File: src/rtl/rv_pkg.sv
// Shared decode constants, field geometry and the decoded-field bundle.
// Imported by the decode stage and its register file.
package rv_pkg;

    localparam int XLEN_DEF = 32;

    localparam int OPC_W = 7;
    localparam int F3_W  = 3;
    localparam int F7_W  = 7;
    localparam int REG_W = 5;

    localparam int RD_LSB  = 7;
    localparam int F3_LSB  = 12;
    localparam int RS1_LSB = 15;
    localparam int RS2_LSB = 20;
    localparam int F7_LSB  = 25;

    localparam logic [OPC_W-1:0] OPC_RTYPE = 7'b0110011;
    localparam logic [F7_W-1:0]  F7_ADD    = 7'b0000000;
    localparam logic [F7_W-1:0]  F7_SUB    = 7'b0100000;

    typedef struct packed {
        logic [OPC_W-1:0] opcode;
        logic [F3_W-1:0]  func3;
        logic [F7_W-1:0]  func7;
        logic [REG_W-1:0] rd;
        logic             illegal;
    } dec_t;

    function automatic dec_t decode(input logic [31:0] instr);
        dec_t d;
        d.opcode  = instr[OPC_W-1:0];
        d.func3   = instr[F3_LSB +: F3_W];
        d.func7   = instr[F7_LSB +: F7_W];
        d.rd      = instr[RD_LSB +: REG_W];
        d.illegal = (d.opcode != OPC_RTYPE) ||
                    !((d.func7 == F7_ADD) || (d.func7 == F7_SUB));
        return d;
    endfunction

endpackage

File: src/rtl/rv_regfile.sv
// Integer register file: two combinational read ports, one write port.
// Register 0 is hardwired to zero; reset clears every entry.
module rv_regfile
    import rv_pkg::*;
#(
    parameter int XLEN = XLEN_DEF,
    parameter int NREG = 32,
    parameter int AW   = $clog2(NREG)
) (
    input  logic            clk,
    input  logic            rst_n,
    input  logic            we,
    input  logic [AW-1:0]   wa,
    input  logic [XLEN-1:0] wd,
    input  logic [AW-1:0]   ra1,
    output logic [XLEN-1:0] rd1,
    input  logic [AW-1:0]   ra2,
    output logic [XLEN-1:0] rd2
);

    logic [XLEN-1:0] regs [NREG];

    // Synchronous clear on reset; writes to index 0 are dropped.
    always_ff @(posedge clk) begin
        if (!rst_n) begin
            for (int i = 0; i < NREG; i++) begin
                regs[i] <= '0;
            end
        end else if (we && (wa != '0)) begin
            regs[wa] <= wd;
        end
    end

    // Read ports see the stored value, never the write in flight.
    always_comb begin
        rd1 = (ra1 == '0) ? '0 : regs[ra1];
        rd2 = (ra2 == '0) ? '0 : regs[ra2];
    end

endmodule

File: src/rtl/r_decode_stage.sv
// R-type decode stage: decodes fields, reads operands, holds one op for the ALU.
// Build option: RV_RF_BYPASS_EN forwards a same-cycle writeback into operands.
module r_decode_stage
    import rv_pkg::*;
#(
    parameter int XLEN = XLEN_DEF,
    parameter int NREG = 32
) (
    input  logic            clk,
    input  logic            rst_n,
    input  logic            in_valid,
    output logic            in_ready,
    input  logic [31:0]     in_instr,
    input  logic            wb_en,
    input  logic [4:0]      wb_rd,
    input  logic [XLEN-1:0] wb_data,
    output logic            out_valid,
    input  logic            out_ready,
    output logic [6:0]      out_opcode,
    output logic [2:0]      out_func3,
    output logic [6:0]      out_func7,
    output logic [4:0]      out_rd,
    output logic [XLEN-1:0] out_a,
    output logic [XLEN-1:0] out_b,
    output logic            out_illegal
);

    localparam int AW = $clog2(NREG);

    logic            accept;
    logic            rf_we;
    logic [4:0]      rs1;
    logic [4:0]      rs2;
    logic [XLEN-1:0] rf_a;
    logic [XLEN-1:0] rf_b;
    logic [XLEN-1:0] a_nxt;
    logic [XLEN-1:0] b_nxt;
    dec_t            dec;
    dec_t            held;

    assign in_ready = !out_valid || out_ready;
    assign accept   = in_valid && in_ready;
    assign rs1      = in_instr[RS1_LSB +: REG_W];
    assign rs2      = in_instr[RS2_LSB +: REG_W];
    assign rf_we    = wb_en && (wb_rd != '0);
    assign dec      = decode(in_instr);

    rv_regfile #(
        .XLEN (XLEN),
        .NREG (NREG),
        .AW   (AW)
    ) u_rf (
        .clk   (clk),
        .rst_n (rst_n),
        .we    (rf_we),
        .wa    (wb_rd[AW-1:0]),
        .wd    (wb_data),
        .ra1   (rs1[AW-1:0]),
        .rd1   (rf_a),
        .ra2   (rs2[AW-1:0]),
        .rd2   (rf_b)
    );

    // Operand select: optionally forward a writeback landing this cycle.
    always_comb begin
        a_nxt = rf_a;
        b_nxt = rf_b;
`ifdef RV_RF_BYPASS_EN
        if (rf_we && (wb_rd == rs1)) begin
            a_nxt = wb_data;
        end
        if (rf_we && (wb_rd == rs2)) begin
            b_nxt = wb_data;
        end
`else
        a_nxt = rf_a;
        b_nxt = rf_b;
`endif
    end

    // Output holding register: load on accept, drain on consume, else hold.
    always_ff @(posedge clk) begin
        if (!rst_n) begin
            out_valid <= 1'b0;
            held      <= '0;
            out_a     <= '0;
            out_b     <= '0;
        end else if (accept) begin
            out_valid <= 1'b1;
            held      <= dec;
            out_a     <= a_nxt;
            out_b     <= b_nxt;
        end else if (out_ready) begin
            out_valid <= 1'b0;
        end
    end

    assign out_opcode  = held.opcode;
    assign out_func3   = held.func3;
    assign out_func7   = held.func7;
    assign out_rd      = held.rd;
    assign out_illegal = held.illegal;

endmodule

File: config.mk
export PLATFORM = sky130hd
export DESIGN_NAME = r_decode_stage
export DESIGN_NICKNAME = d
export VERILOG_FILES = /design/src/rtl/rv_pkg.sv /design/src/rtl/rv_regfile.sv /design/src/rtl/r_decode_stage.sv
export SDC_FILE = /design/constraint.sdc
export NUM_CORES = 2
export LEC_CHECK = 0
export ABC_AREA = 0
export BUFFER_PORTS_ARGS = -buffer_cell sky130_fd_sc_hd__buf_2
export CORE_UTILIZATION = 45
export CTS_BUF_LIST = sky130_fd_sc_hd__clkbuf_16
export DETAILED_ROUTE_END_ITERATION = 16
export PLACE_DENSITY_LB_ADDON = 0.3
export SLEW_MARGIN = 25
export SYNTH_ARGS = -nofsm -noshare
export SYNTH_HDL_FRONTEND = slang
export SYNTH_HIERARCHICAL = 1
export SYNTH_SLANG_ARGS = --single-unit
File: constraint.sdc
create_clock -name clk -period 4.2 [get_ports clk]
set_clock_uncertainty 0.1 [all_clocks]
set_input_delay 0.84 -clock clk [delete_from_list [all_inputs] [get_ports clk]]
set_output_delay 0.84 -clock clk [all_outputs]
set_load 0.005 [all_outputs]
# Word level (Yosys, flattened, before mapping)
# Memories as Yosys holds them, arrays and structs flattened.
# Cells that the tools add are included.
# word_totals
mem_bits_rw,1024
reg_bits,88
memories,1
# classes
reduce_logical,14
eq_ne,2
n_mux,11
# mem_list
name,depth,width,rd,rd_ports_with_merged_regs,wr,line_no,rtl
u_rf.regs,32,32,2,0,32,rv_regfile.sv:21,logic [XLEN-1:0] regs [NREG];
# op_table
cell,count
$mux W32,3
$reduce_or A32 Y1,1
$logic_not A5 Y1,2
$eq A7 B6 Y1 const B,1
$logic_not A7 Y1,1
$mux W1,7
$ne A7 B6 Y1 const B,1
$mux W5,1
$reduce_bool A5 Y1,1
$logic_and A1 B1 Y1,3
$logic_or A1 B1 Y1,3
$logic_not A1 Y1,2
$reduce_bool A2 Y1,1

# Logic depth before layout (Yosys ltp)
# logic_depth
word_depth,8
depth_mapped,11

# Modules after synthesis
# The synthesis kept the hierarchy.
# by_module_without_submodules
module,area_each_um2,cells_each,n_inst
rv_regfile,54204.5,3509,1
r_decode_stage,3438.3,408,1

# Worst setup path after synthesis
# Ideal clock, no wire load.
# synth_path
path_kind,input to register
from,in wb_rd[3]
to,"mem u_rf/regs[24][0] (netlist name), enable pin"
slack_ns,-0.361
required_ns,3.634
cell_stages,6
arrival_time_ns,3.995
cell_sequence,or4_1 -> o21a_1 -> nand2_1 -> or3_1 -> clkbuf_1 -> o21ai_0
# synth_rtl
item,line_no,rtl
start: declaration,r_decode_stage.sv:15,"input logic [4:0] wb_rd,"
end: declaration,rv_regfile.sv:21,

# Final worst setup path
# layout_path
from,in in_instr[20]
to,reg out_b[6]
# layout_between
elab_chain_len,2
elab_cells_between_ends,3
classes_between,mux: 1; reduce/logical: 1; memory: 1
# layout_lines
item,line_no,rtl
start: declaration,r_decode_stage.sv:13,"input logic [31:0] in_instr,"
$mem_v2 Z32 W32 / $logic_not A5 Y1 (equally long branches),--,
$mux W32 *,rv_regfile.sv:37,rd2 = (ra2 == '0) ? '0 : regs[ra2];
named net b_nxt[6],r_decode_stage.sv:37,logic [XLEN-1:0] b_nxt;
end signal: assignment,r_decode_stage.sv:92,out_b <= b_nxt;
end: declaration,r_decode_stage.sv:24,"output logic [XLEN-1:0] out_b,"
# The timed path passes the listed nets; every way through them passes the cells marked *.
# A chain may end at the register's enable or synchronous reset.

==> impl_metrics.py <==
metrics = {
    "status": {
        "run_status": "completed",
    },
    "route": {
        "first_pass_iters": 5,
        "drc": 0,
        "viasPerCell": 6.600,
        "drt_iter0_drc": 5734,
        "drt_wl_total_um": 195500,
        "antenna_left": 0,
        "vias": 38000,
        "routedWlPerCell_um": 33.96,
    },
    "synth": {
        "synth_area_leaders": "edfxtp_1 53%, mux4_2 18%, and2_1 11%",
        "seq_area_frac_synth": 0.5640,
        "yosys-top-cells-count": "1,024 x edfxtp_1, 996 x and2_1, 470 x mux4_2",
        "yosysWarnings": 6,
        "synth_top_area_frac": 0.5334,
        "yosysTopAreaCell": "edfxtp_1",
        "synthAdderAreaFrac": 0,
        "synth.distinct_cells": 54,
        "synthMuxAreaShare": 0.2162,
        "netlist_area_um2": 57640,
        "ys_ff_latch": 1112,
        "synth-compound-area-share": 0.05270,
        "synth_edf_count": 1024,
        "synth_ff_type": "edfxtp_1",
        "synth_xor_area_frac": 0,
        "synth-simple-area-share": 0.1305,
        "post-synth-top-count-cell": "edfxtp_1",
        "synthArstFlopShare": 0,
        "syn_avg_cell_area_um2": 14.72,
        "synthCells": 3917,
        "synth_top_family_by_area": "multiplexers",
    },
    "power": {
        "internal_power_mw": 20.07,
        "worst_ir_drop_vdd_v": 0.0003566,
        "power_frac_seq": 0.489,
        "p_leak_nw": 22.70,
        "p_clk_frac": 0.394,
        "switching_share": 0.2501,
        "power_frac_comb": 0.118,
        "p_sw_mw": 6.694,
        "p_per_area_nw_per_um2": 411.6,
    },
    "clock_tree": {
        "post_cts_buffers": 0,
        "cts_tree": "done",
        "cts_resized": 0,
        "cts_hold_buffers": 0,
        "cts_root_buffer": "clkbuf_16",
        "cts_max_path_buffers": 3,
        "cts-htree-levels": 3,
        "clock-sinks": 1112,
        "cts_made_buffers": 117,
        "path_clk_slew_ns": 0.06,
        "insertion_delay_ns": 0.73,
    },
    "floorplan": {
        "die_area_um2": 129500,
        "start_util": 0.4561,
        "dieHeight_um": 359.9,
        "io_pins": 163,
        "core.rowCount": 130,
        "dieWidth_um": 359.9,
        "core_um2": 126400,
    },
    "hold_path": {
        "hold_start": "in_instr[14]",
        "worstHoldPathType": "in -> reg",
        "hold_path_end": "out_func3[2]$_SDFFE_PN0P_",
        "min_path_cells": 3,
    },
    "critical_path": {
        "r2r-end": "out_b[0]$_SDFFE_PN0P_",
        "crit_slowest_cell": "a221oi_1",
        "cp-end-kind": "flop",
        "worst-path-buf-inv": 3,
        "rr_worst_depth": 6,
        "path_cells": "buf_8 -> buf_12 -> buf_4 -> mux4_2 -> mux2_2 -> a221oi_1 -> nor4_1 -> nand3_1 -> a21oi_1",
        "r2r_setup_slack_ns": 1.55,
        "worstPathMaxFanout": 37,
        "critical_path_class": "in -> reg",
        "critPathTopFamily": "buffers and inverters",
        "critPathArrivalTime_ns": 3.57,
        "worstSetupStartpointType": "primary input",
        "critical_path.max_stage_delay_ns": 0.54,
        "cp.required_ns": 4.68,
        "r2r_start": "u_rf/regs[14][0]$_SDFFCE_PN0P_",
        "path_depth": 9,
    },
    "timing": {
        "setup_viol": 0,
        "setup_tns_ns": 0,
        "hold_slack_ns": 0.2574,
        "worst_pin_slew_ns": 1.147,
        "rsz0062_at_grt": "no",
        "slew_violations": 0,
        "hold_violations": 0,
        "slew_headroom": 0.2157,
        "final.min_clock_period_ns": 3.094,
        "post-route-period-util": 0.7367,
        "clock.fmax_ghz": 0.3232,
    },
    "global_route": {
        "grt_pass1_wl_um": 275900,
        "grt_start_max_net_pins": 88,
        "antenna_found_initial": 21,
        "grt_usage": 0.2988,
        "overflow": 0,
        "grt_pass1_vias": 37590,
    },
    "place": {
        "portBuffers": 162,
        "hpwl_um": 115200,
        "gp_congestion": 0.8481,
    },
    "cells_and_area": {
        "areaGrowthSynthToFinish_pct": 12.82,
        "multi_input_area_um2": 23690,
        "drive_gt1_frac": 0.2717,
        "nNetsFinal": 4067,
        "fill_cells": 10330,
        "fin_util": 0.5145,
        "seq_area_um2": 32510,
    },
    "run": {
        "timing.max_cap.violations": 0,
    },
}
## through the flow
step / setup WS, ns / area (µm²) / power, mW / cells
floorplan: -0.3607 / 57760 / 15.09 / 3948
finish: 1.106 / 65030 / 26.77 / 5757
global route: 1.017 / 65010 / 27.39 / 5748
detailed placement: 0.3862 / 61130 / 16.39 / 5524
global placement: 0.3784 / 61100 / 16.35 / 5523
CTS: 1.137 / 65000 / 26.80 / 5747
## tightest hold or removal path, stage by stage
cell and delay, ns:
buf_2 0.09, nand3_1 0.05, a21oi_1 0.06
## cell type report
cell class / instances / share of cell area
Timing Repair Buffer: 361 / 0.04348
Clock inverter: 101 / 0.01268
Clock buffer: 122 / 0.04695
Antenna cell: 10 / 0.0003848
Inverter: 5 / 0.0004618
Tap cell: 1650 / 0.03175
Sequential cell: 1112 / 0.4999
Multi-Input combinational cell: 2396 / 0.3644
## worst max path at each step
stage                      start                             end  slack, ns
floorplan               wb_rd[3]  u_rf/regs[24][0]$_SDFFCE_PN0P_      -0.36
global placement    in_instr[20]           out_b[6]$_SDFFE_PN0P_       0.38
detailed placement  in_instr[20]           out_b[6]$_SDFFE_PN0P_       0.39
CTS                 in_instr[20]           out_b[6]$_SDFFE_PN0P_       1.14
global route        in_instr[20]           out_b[6]$_SDFFE_PN0P_       1.02
finish              in_instr[20]           out_b[6]$_SDFFE_PN0P_       1.11
## metal layers
| layer | vias up | global-route usage | part of all wire |
|---|---|---|---|
| met5 | - | 0 | 0.00071 |
| met4 | 20 | 0.1266 | 0.047 |
| met3 | 464 | 0.06330 | 0.12 |
| met2 | 2710 | 0.4613 | 0.45 |
| met1 | 19540 | 0.4107 | 0.38 |
| li1 | 15260 | - | - |
## logic make-up (layout without fill, tap and decap cells)
family / Yosys count / after routing
buffers and inverters: 440 / 589
DFF: 1112 / 1112
and+or+nand+nor: 1243 / 1243
other: 1 / 42
muxes: 654 / 654
AOI/OAI and AO/OA: 467 / 467
## power by group through the flow
stage	logic, mW	registers [mW]	clock network (mW)
final	3.15	13.1	10.5
after detailed placement	3.11	13.3	0
after global placement	3.08	13.3	0
after CTS	3.12	13.1	10.6
after global routing	3.25	13.1	11.0
after floorplan	1.93	13.2	0
## registers in the layout (all words and copies together) (netlist names)
signal	count
out_func3	3
out_a	32
out_valid	1
out_rd	5
out_opcode	7
out_b	32
u_rf/regs	1024
out_illegal	1
out_func7	7
## cells in the final DEF, fill, tap and decap left out, drive strengths merged, types with 9 or more instances in the layout
cell      count
nor2         38
nor3         54
bufinv       13
conb         32
o22ai        79
buf         361
dfxtp        88
and2        996
nor2b        16
nor4          9
a22o         51
mux2         30
mux2i       154
o221ai       27
clkbuf      122
a211oi       35
a21oi        98
edfxtp     1024
clkinvlp      9
o21ai       119
inv          41
a2111oi      29
nand3        91
mux4        470
diode        10
a22oi        18
nand2         9
clkinv       43
(Power assumes the default switching activity.)
